`src/rtl/cam_ctrl_if.sv`:
```
// Request/response handshake bundle between a dictionary client and cam_ctrl.
// The master side issues byte lookups; the slave side (cam_ctrl) answers them.
interface cam_ctrl_if;
  logic       req_valid;
  logic       req_ready;
  logic [7:0] req_data;
  logic       req_alloc;
  logic       rsp_valid;
  logic       rsp_ready;
  logic       rsp_hit;
  logic       rsp_new;
  logic       rsp_err;
  logic [4:0] rsp_idx;

  modport master (
    output req_valid, req_data, req_alloc, rsp_ready,
    input  req_ready, rsp_valid, rsp_hit, rsp_new, rsp_err, rsp_idx
  );

  modport slave (
    input  req_valid, req_data, req_alloc, rsp_ready,
    output req_ready, rsp_valid, rsp_hit, rsp_new, rsp_err, rsp_idx
  );
endinterface

```
`src/rtl/cam_ctrl.sv`:
```
// Lookup-or-insert sequencer for a 16x8 CAM: fills the CAM after reset, then
// serves one byte request at a time and allocates missing bytes round-robin.
module cam_ctrl #(
  parameter int         NB_MEM    = 16,
  parameter int         SIZE_ADDR = 4,
  parameter logic [7:0] INIT_VAL  = 8'hFF
) (
  input  logic       clk,
  input  logic       rst_n,
  cam_ctrl_if.slave  bus,
  output logic       init_done_o,
  output logic       cam_enable_o,
  output logic       cam_write_o,
  output logic [4:0] cam_addr_o,
  output logic [7:0] cam_data_o,
  input  logic [4:0] cam_out_i,
  input  logic       cam_found_i
);

  typedef enum logic [2:0] {
    INIT,
    IDLE,
    SEARCH,
    EVAL,
    ALLOC,
    RESP
  } state_t;

  localparam logic [SIZE_ADDR-1:0] LAST_IDX  = SIZE_ADDR'(NB_MEM - 1);
  localparam logic [SIZE_ADDR:0]   FULL_CNT  = (SIZE_ADDR + 1)'(NB_MEM);

  state_t               state_q, state_d;
  logic [SIZE_ADDR-1:0] init_ptr_q, init_ptr_d;
  logic [SIZE_ADDR-1:0] wr_ptr_q, wr_ptr_d;
  logic [SIZE_ADDR:0]   count_q, count_d;
  logic [7:0]           data_q, data_d;
  logic                 alloc_q, alloc_d;
  logic                 rsp_hit_q, rsp_hit_d;
  logic                 rsp_new_q, rsp_new_d;
  logic                 rsp_err_q, rsp_err_d;
  logic [4:0]           rsp_idx_q, rsp_idx_d;
  logic                 init_done_q, init_done_d;

  logic                 cam_en, cam_wr;
  logic [4:0]           cam_addr;
  logic [7:0]           cam_data;
  logic                 req_ready, rsp_valid;
  logic                 hit;

  // Only entries below count have been allocated; anything above still holds INIT_VAL.
  assign hit = cam_found_i && (cam_out_i < 5'(count_q));

  always_ff @(posedge clk or negedge rst_n) begin
    if (!rst_n) begin
      state_q     <= INIT;
      init_ptr_q  <= '0;
      wr_ptr_q    <= '0;
      count_q     <= '0;
      data_q      <= '0;
      alloc_q     <= 1'b0;
      rsp_hit_q   <= 1'b0;
      rsp_new_q   <= 1'b0;
      rsp_err_q   <= 1'b0;
      rsp_idx_q   <= '0;
      init_done_q <= 1'b0;
    end else begin
      state_q     <= state_d;
      init_ptr_q  <= init_ptr_d;
      wr_ptr_q    <= wr_ptr_d;
      count_q     <= count_d;
      data_q      <= data_d;
      alloc_q     <= alloc_d;
      rsp_hit_q   <= rsp_hit_d;
      rsp_new_q   <= rsp_new_d;
      rsp_err_q   <= rsp_err_d;
      rsp_idx_q   <= rsp_idx_d;
      init_done_q <= init_done_d;
    end
  end

  always_comb begin
    state_d     = state_q;
    init_ptr_d  = init_ptr_q;
    wr_ptr_d    = wr_ptr_q;
    count_d     = count_q;
    data_d      = data_q;
    alloc_d     = alloc_q;
    rsp_hit_d   = rsp_hit_q;
    rsp_new_d   = rsp_new_q;
    rsp_err_d   = rsp_err_q;
    rsp_idx_d   = rsp_idx_q;
    init_done_d = init_done_q;
    cam_en      = 1'b0;
    cam_wr      = 1'b0;
    cam_addr    = '0;
    cam_data    = '0;
    req_ready   = 1'b0;
    rsp_valid   = 1'b0;

    case (state_q)
      INIT: begin
        cam_wr     = 1'b1;
        cam_addr   = 5'(init_ptr_q);
        cam_data   = INIT_VAL;
        init_ptr_d = init_ptr_q + 1'b1;
        if (init_ptr_q == LAST_IDX) begin
          init_ptr_d  = '0;
          init_done_d = 1'b1;
          state_d     = IDLE;
        end
      end

      IDLE: begin
        req_ready = 1'b1;
        if (bus.req_valid) begin
          data_d    = bus.req_data;
          alloc_d   = bus.req_alloc;
          rsp_hit_d = 1'b0;
          rsp_new_d = 1'b0;
          rsp_idx_d = '0;
          if (bus.req_data == INIT_VAL) begin
            rsp_err_d = 1'b1;
            state_d   = RESP;
          end else begin
            rsp_err_d = 1'b0;
            state_d   = SEARCH;
          end
        end
      end

      SEARCH: begin
        cam_en   = 1'b1;
        cam_data = data_q;
        state_d  = EVAL;
      end

      EVAL: begin
        if (hit) begin
          rsp_hit_d = 1'b1;
          rsp_idx_d = cam_out_i;
          state_d   = RESP;
        end else if (alloc_q) begin
          state_d = ALLOC;
        end else begin
          state_d = RESP;
        end
      end

      // Round-robin insert: once full, the oldest slot is the next one overwritten.
      ALLOC: begin
        cam_wr    = 1'b1;
        cam_addr  = 5'(wr_ptr_q);
        cam_data  = data_q;
        rsp_new_d = 1'b1;
        rsp_idx_d = 5'(wr_ptr_q);
        wr_ptr_d  = (wr_ptr_q == LAST_IDX) ? '0 : wr_ptr_q + 1'b1;
        if (count_q != FULL_CNT) begin
          count_d = count_q + 1'b1;
        end
        state_d = RESP;
      end

      RESP: begin
        rsp_valid = 1'b1;
        if (bus.rsp_ready) begin
          state_d = IDLE;
        end
      end

      default: begin
        state_d = INIT;
      end
    endcase
  end

  // The reset state is INIT, so decoded outputs are masked while reset is held.
  assign cam_enable_o  = rst_n & cam_en;
  assign cam_write_o   = rst_n & cam_wr;
  assign cam_addr_o    = rst_n ? cam_addr : 5'd0;
  assign cam_data_o    = rst_n ? cam_data : 8'd0;
  assign bus.req_ready = rst_n & req_ready;
  assign bus.rsp_valid = rst_n & rsp_valid;
  assign bus.rsp_hit   = rsp_hit_q;
  assign bus.rsp_new   = rsp_new_q;
  assign bus.rsp_err   = rsp_err_q;
  assign bus.rsp_idx   = rsp_idx_q;
  assign init_done_o   = init_done_q;

  a_en_wr_exclusive: assert property (@(posedge clk) disable iff (!rst_n)
    !(cam_enable_o && cam_write_o));

  a_addr_msb_zero: assert property (@(posedge clk) disable iff (!rst_n)
    cam_addr_o[4] == 1'b0);

endmodule

```
`src/flat_wrapper.sv`:
```
// flat-port wrapper written by rule: the top's interface ports become plain ports
module cam_ctrl_flat 
#(
  parameter int         NB_MEM    = 16,
  parameter int         SIZE_ADDR = 4,
  parameter logic [7:0] INIT_VAL  = 8'hFF
)
  (clk, rst_n, init_done_o, cam_enable_o, cam_write_o, cam_addr_o, cam_data_o, cam_out_i, cam_found_i, bus_req_valid, bus_req_data, bus_req_alloc, bus_rsp_ready, bus_req_ready, bus_rsp_valid, bus_rsp_hit, bus_rsp_new, bus_rsp_err, bus_rsp_idx);
  cam_ctrl_if bus_i ();
  input  logic clk;
  input  logic rst_n;
  output logic init_done_o;
  output logic cam_enable_o;
  output logic cam_write_o;
  output logic [4:0] cam_addr_o;
  output logic [7:0] cam_data_o;
  input  logic [4:0] cam_out_i;
  input  logic cam_found_i;
  input wire logic [$bits(bus_i.req_valid)-1:0] bus_req_valid;
  input wire logic [$bits(bus_i.req_data)-1:0] bus_req_data;
  input wire logic [$bits(bus_i.req_alloc)-1:0] bus_req_alloc;
  input wire logic [$bits(bus_i.rsp_ready)-1:0] bus_rsp_ready;
  output wire logic [$bits(bus_i.req_ready)-1:0] bus_req_ready;
  output wire logic [$bits(bus_i.rsp_valid)-1:0] bus_rsp_valid;
  output wire logic [$bits(bus_i.rsp_hit)-1:0] bus_rsp_hit;
  output wire logic [$bits(bus_i.rsp_new)-1:0] bus_rsp_new;
  output wire logic [$bits(bus_i.rsp_err)-1:0] bus_rsp_err;
  output wire logic [$bits(bus_i.rsp_idx)-1:0] bus_rsp_idx;
  assign bus_i.req_valid = bus_req_valid;
  assign bus_i.req_data = bus_req_data;
  assign bus_i.req_alloc = bus_req_alloc;
  assign bus_i.rsp_ready = bus_rsp_ready;
  assign bus_req_ready = bus_i.req_ready;
  assign bus_rsp_valid = bus_i.rsp_valid;
  assign bus_rsp_hit = bus_i.rsp_hit;
  assign bus_rsp_new = bus_i.rsp_new;
  assign bus_rsp_err = bus_i.rsp_err;
  assign bus_rsp_idx = bus_i.rsp_idx;
  cam_ctrl #(.NB_MEM(NB_MEM), .SIZE_ADDR(SIZE_ADDR), .INIT_VAL(INIT_VAL)) u_core (.clk(clk), .rst_n(rst_n), .bus(bus_i), .init_done_o(init_done_o), .cam_enable_o(cam_enable_o), .cam_write_o(cam_write_o), .cam_addr_o(cam_addr_o), .cam_data_o(cam_data_o), .cam_out_i(cam_out_i), .cam_found_i(cam_found_i));
endmodule
```
`config.mk`:
```
export PLATFORM = sky130hd
export DESIGN_NAME = cam_ctrl_flat
export DESIGN_NICKNAME = d
export VERILOG_FILES = /design/src/rtl/cam_ctrl_if.sv /design/src/rtl/cam_ctrl.sv /design/src/flat_wrapper.sv
export SDC_FILE = /design/constraint.sdc
export NUM_CORES = 1
export LEC_CHECK = 0
export BUFFER_PORTS_ARGS = -buffer_cell sky130_fd_sc_hd__clkbuf_2
export CELL_PAD_IN_SITES_DETAIL_PLACEMENT = 1
export CELL_PAD_IN_SITES_GLOBAL_PLACEMENT = 2
export CORE_MARGIN = 2
export CORE_UTILIZATION = 30
export CTS_CLUSTER_SIZE = 30
export DETAILED_ROUTE_END_ITERATION = 8
export GPL_TIMING_DRIVEN = 0
export PLACE_DENSITY = 0.73
export SLEW_MARGIN = 20
export SYNTH_ARGS = -nofsm -noshare
export SYNTH_HDL_FRONTEND = slang
export SYNTH_SLANG_ARGS = --single-unit
export TNS_END_PERCENT = 100
```
`constraint.sdc`:
```
create_clock -name clk -period 1.7 [get_ports clk]
set_input_delay 0.255 -clock clk [delete_from_list [all_inputs] [get_ports clk]]
set_output_delay 0.255 -clock clk [all_outputs]
set_load 0.005 [all_outputs]
```
==> flow_summary.yaml <==
run_status:
  outcome: "complete, but fails checks"
  failed_checks: "hold timing, setup timing"
sta:
  drv_slew: 0
  hold_violations: 34
  setup_viol: 16
  finClkSkew_ns: 0.00775
  holdWs_ns: -0.0737
  fin_crit_sh_pct: 106
  finalCriticalPeriod_ns: 1.80
  timing.slew.headroom_pct: 65.9
  rsz0062_at_grt: "true"
  fmax_mhz: 557
  layout_setup_ws_ns: -0.0964
  worst_pin_slew_ns: 0.512
synthesis:
  netlist-cell-type-count: 43
  ys_async_sr_fraction_pct: 100
  yosys-top-cells-area: "dfrtp_1 43%, mux2_4 5.3%, mux2_2 5.1%"
  avgSynthCellArea_um2: 10.3
  synth_edf_count: 0
  syn_inst: 193
  synth.net_count: 220
  yosysWarningCount: 0
  yosysTopAreaCellShare_pct: 42.9
  synth_top_cell_by_area: "dfrtp_1"
  mappedNetlistArea_um2: 1980
  synth_ff_type: "dfrtp_1"
  ys_seq_area_share_pct: 42.9
  ys_ff_latch: 34
critical_path:
  path_buf_inv: 4
  critical-path-top-delay-family: "buffers and inverters"
  endpoint_kind: "output pin"
  worstSetupPathType: "reg2out"
  cp_data_arrival_time_ns: 1.54
  crit_slowest_cell: "dfrtp_1"
  worst_path_largest_cell_delay_ns: 0.38
  setup.worst_path.start_class: "flip-flop"
  worstPathRequired_ns: 1.44
  cp_max_fo: 5
  crit_top_cell: "buf_6"
  path_cells: "buf_6, buf_8, buf_6, maj3_2, nor2_1, buf_2"
floorplanning:
  die-width_um: 85.3
  die_area_um2: 7270
  io-pin-count: 45
  die_h_um: 85.3
  fp.coreArea_um2: 6390
  start_util_pct: 31.0
  row_count: 29
routing:
  dr.pass1.iters: 4
  ant_nets: 0
  wirelength_mm: 5.47
  via_count: 1707
  wire_per_inst_um: 15.4
  vias_per_cell: 4.82
  drt_iter0_drc: 48
  drc: 0
clock_network:
  numCtsBuffers: 5
  htree_levels: 2
  cts_tree: "built"
  clk_latency_ns: 0.29
  cts.sinks: 34
  path_clk_slew_ns: 0.08
  clk_path_buf_depth: 2
  cts-root-buf: "clkbuf_8"
layout:
  final_nets: 303
  diodes: 0
  drive_above_1_share_pct: 54.5
  final_cells: 354
  area_delta_synth_final_pct: 49.3
place:
  gp_congestion: 0.700
  numPlacedInstances: 313
  dp_slack_ns: -0.310
  dpl.hpwl_mm: 3.42
  io_buffers: 43
power:
  p_leak_nw: 1.46
  power_density_nw_per_um2: 1920
  total_power_w: 0.00569
  vdd_drop_max_mv: 0.929
run:
  max-cap-violations: 0
global_route:
  grt_pass1_vias: 1847
  grt_pass1_wl_mm: 9.22
  grt.total_usage_pct: 15.8
  grt_overflow: 0
  grt_max_degree: 43
  antenna_found_initial: 0
worst_hold_path:
  hp-class: "in2async"
## cells in the mapped netlist, types with 7 or more instances
library cell and instances:
o21ai_0 9, nand4_1 7, inv_1 15, a21oi_1 10, dfrtp_1 34, maj3_1 8, mux2_2 9, nor2_1 12
nand2_1 17, ha_1 8, mux2_4 7
## timing repair
action / CTS / global route
gates cloned: 1 / 0
hold endpoints to repair: 34 / 34
setup endpoints to repair: 27 / 30
pin swaps: 18 / 26
setup buffers: 27 / 8
gates resized for setup: 52 / 35
## stage by stage
stage | TNS, ns | util (%) | cell area (um^2)
4_1_cts | -1.88 | 45.1 | 2880
3_5_place_dp | -4.43 | 35.9 | 2290
2_1_floorplan | 0 | - | 1980
5_1_grt | -2.24 | 46.3 | 2960
6_report | -0.956 | 46.3 | 2960
3_3_place_gp | -4.01 | 35.9 | 2290
## cell usage in the layout, fill, tap and decap left out, types with 2 or more instances in the layout
cell | synthesis | routed
nand2_2 | 1 | 2
dfrtp_1 | 34 | 34
mux2_2 | 9 | 5
buf_8 | 0 | 2
mux2_4 | 7 | 11
xnor2_1 | 5 | 5
o21ai_0 | 9 | 8
nor2_2 | 0 | 5
nand3_1 | 2 | 2
inv_2 | 0 | 3
clkbuf_8 | 0 | 5
nand4_1 | 7 | 7
ha_1 | 8 | 5
buf_6 | 2 | 9
a22o_1 | 3 | 3
buf_2 | 4 | 12
a21oi_1 | 10 | 9
nand2b_1 | 2 | 2
ha_4 | 0 | 3
nor2_1 | 12 | 7
buf_4 | 2 | 31
mux2i_1 | 2 | 2
nand2_4 | 0 | 2
nor2b_1 | 5 | 5
bufinv_16 | 0 | 2
nor3b_2 | 0 | 3
clkbuf_2 | 0 | 30
nand2_1 | 17 | 14
a22oi_2 | 0 | 3
inv_1 | 15 | 12
maj3_2 | 0 | 8
## power by group
group	leakage (nW)	switching (W)	total, W	internal (W)
clock network	0.0683	0.000335	0.000923	0.000588
registers	0.429	0.000310	0.00147	0.00116
logic	0.962	0.00143	0.00330	0.00187
## path summary, 6_finish.rpt
kind                                         end  cells past startpoint  slack (ns)                from
max                                cam_data_o[6]                      6        -0.1   u_core.state_q[1]
min                             u_core.data_q[0]                      1       -0.07               rst_n
max reg2reg                u_core.bus.rsp_idx[0]                      7       -0.08   u_core.count_q[2]
min reg2reg                   u_core.init_done_o                      1        0.48  u_core.init_done_o
max in group asynchronous  u_core.bus.rsp_idx[4]                      1        1.41               rst_n
min in group clk                u_core.data_q[1]                      2        0.21     bus_req_data[1]
## sequential cells by signal, summed over array words and instances, names as in the netlist
register	cells
u_core.state_q	3
u_core.bus.rsp_hit	1
u_core.init_done_o	1
u_core.init_ptr_q	4
u_core.bus.rsp_err	1
u_core.bus.rsp_idx	5
u_core.bus.rsp_new	1
u_core.wr_ptr_q	4
u_core.count_q	5
u_core.alloc_q	1
u_core.data_q	8
## worst reg2reg max path: stages (launching register included)
cell,delay (ns)
dfrtp_1,0.38
inv_2,0.06
ha_4,0.30
nand2_4,0.05
o21ai_4,0.16
a31oi_4,0.12
o22ai_4,0.26
mux2_4,0.34
## metal layers
layer  vias up  global-route usage [%]  routed length [um]
met5         -                       0                   0
met4         0                    3.46                  48
met3         6                    2.82                 211
met2        38                    26.8                2720
met1       827                    20.9                2490
li1        836                       -                   -
## kinds of logic after synthesis
| family | Yosys count | synth area share [%] |
|---|---|---|
| XOR/XNOR | 5 | 2.21 |
| flip-flops | 34 | 42.9 |
| adder cells (fa/ha/maj) | 16 | 9.09 |
| other | 1 | 0.189 |
| AND/OR/NAND/NOR | 58 | 16.3 |
| multiplexers | 18 | 11.4 |
| AO/OA/AOI/OAI | 36 | 11.7 |
| buffers and inverters | 25 | 6.12 |
## cell type report
type | instances | area, um^2
tap | 77 | 96.3
inverter | 15 | 56.3
timing repair buffer | 77 | 504
clock buffer | 5 | 68.8
sequential | 34 | 851
multi-input combinational | 134 | 1200
clock inverter | 3 | 68.8
fill | 726 | 3430
buffer | 9 | 115
Note: power is estimated with default switching activity, not from simulation.
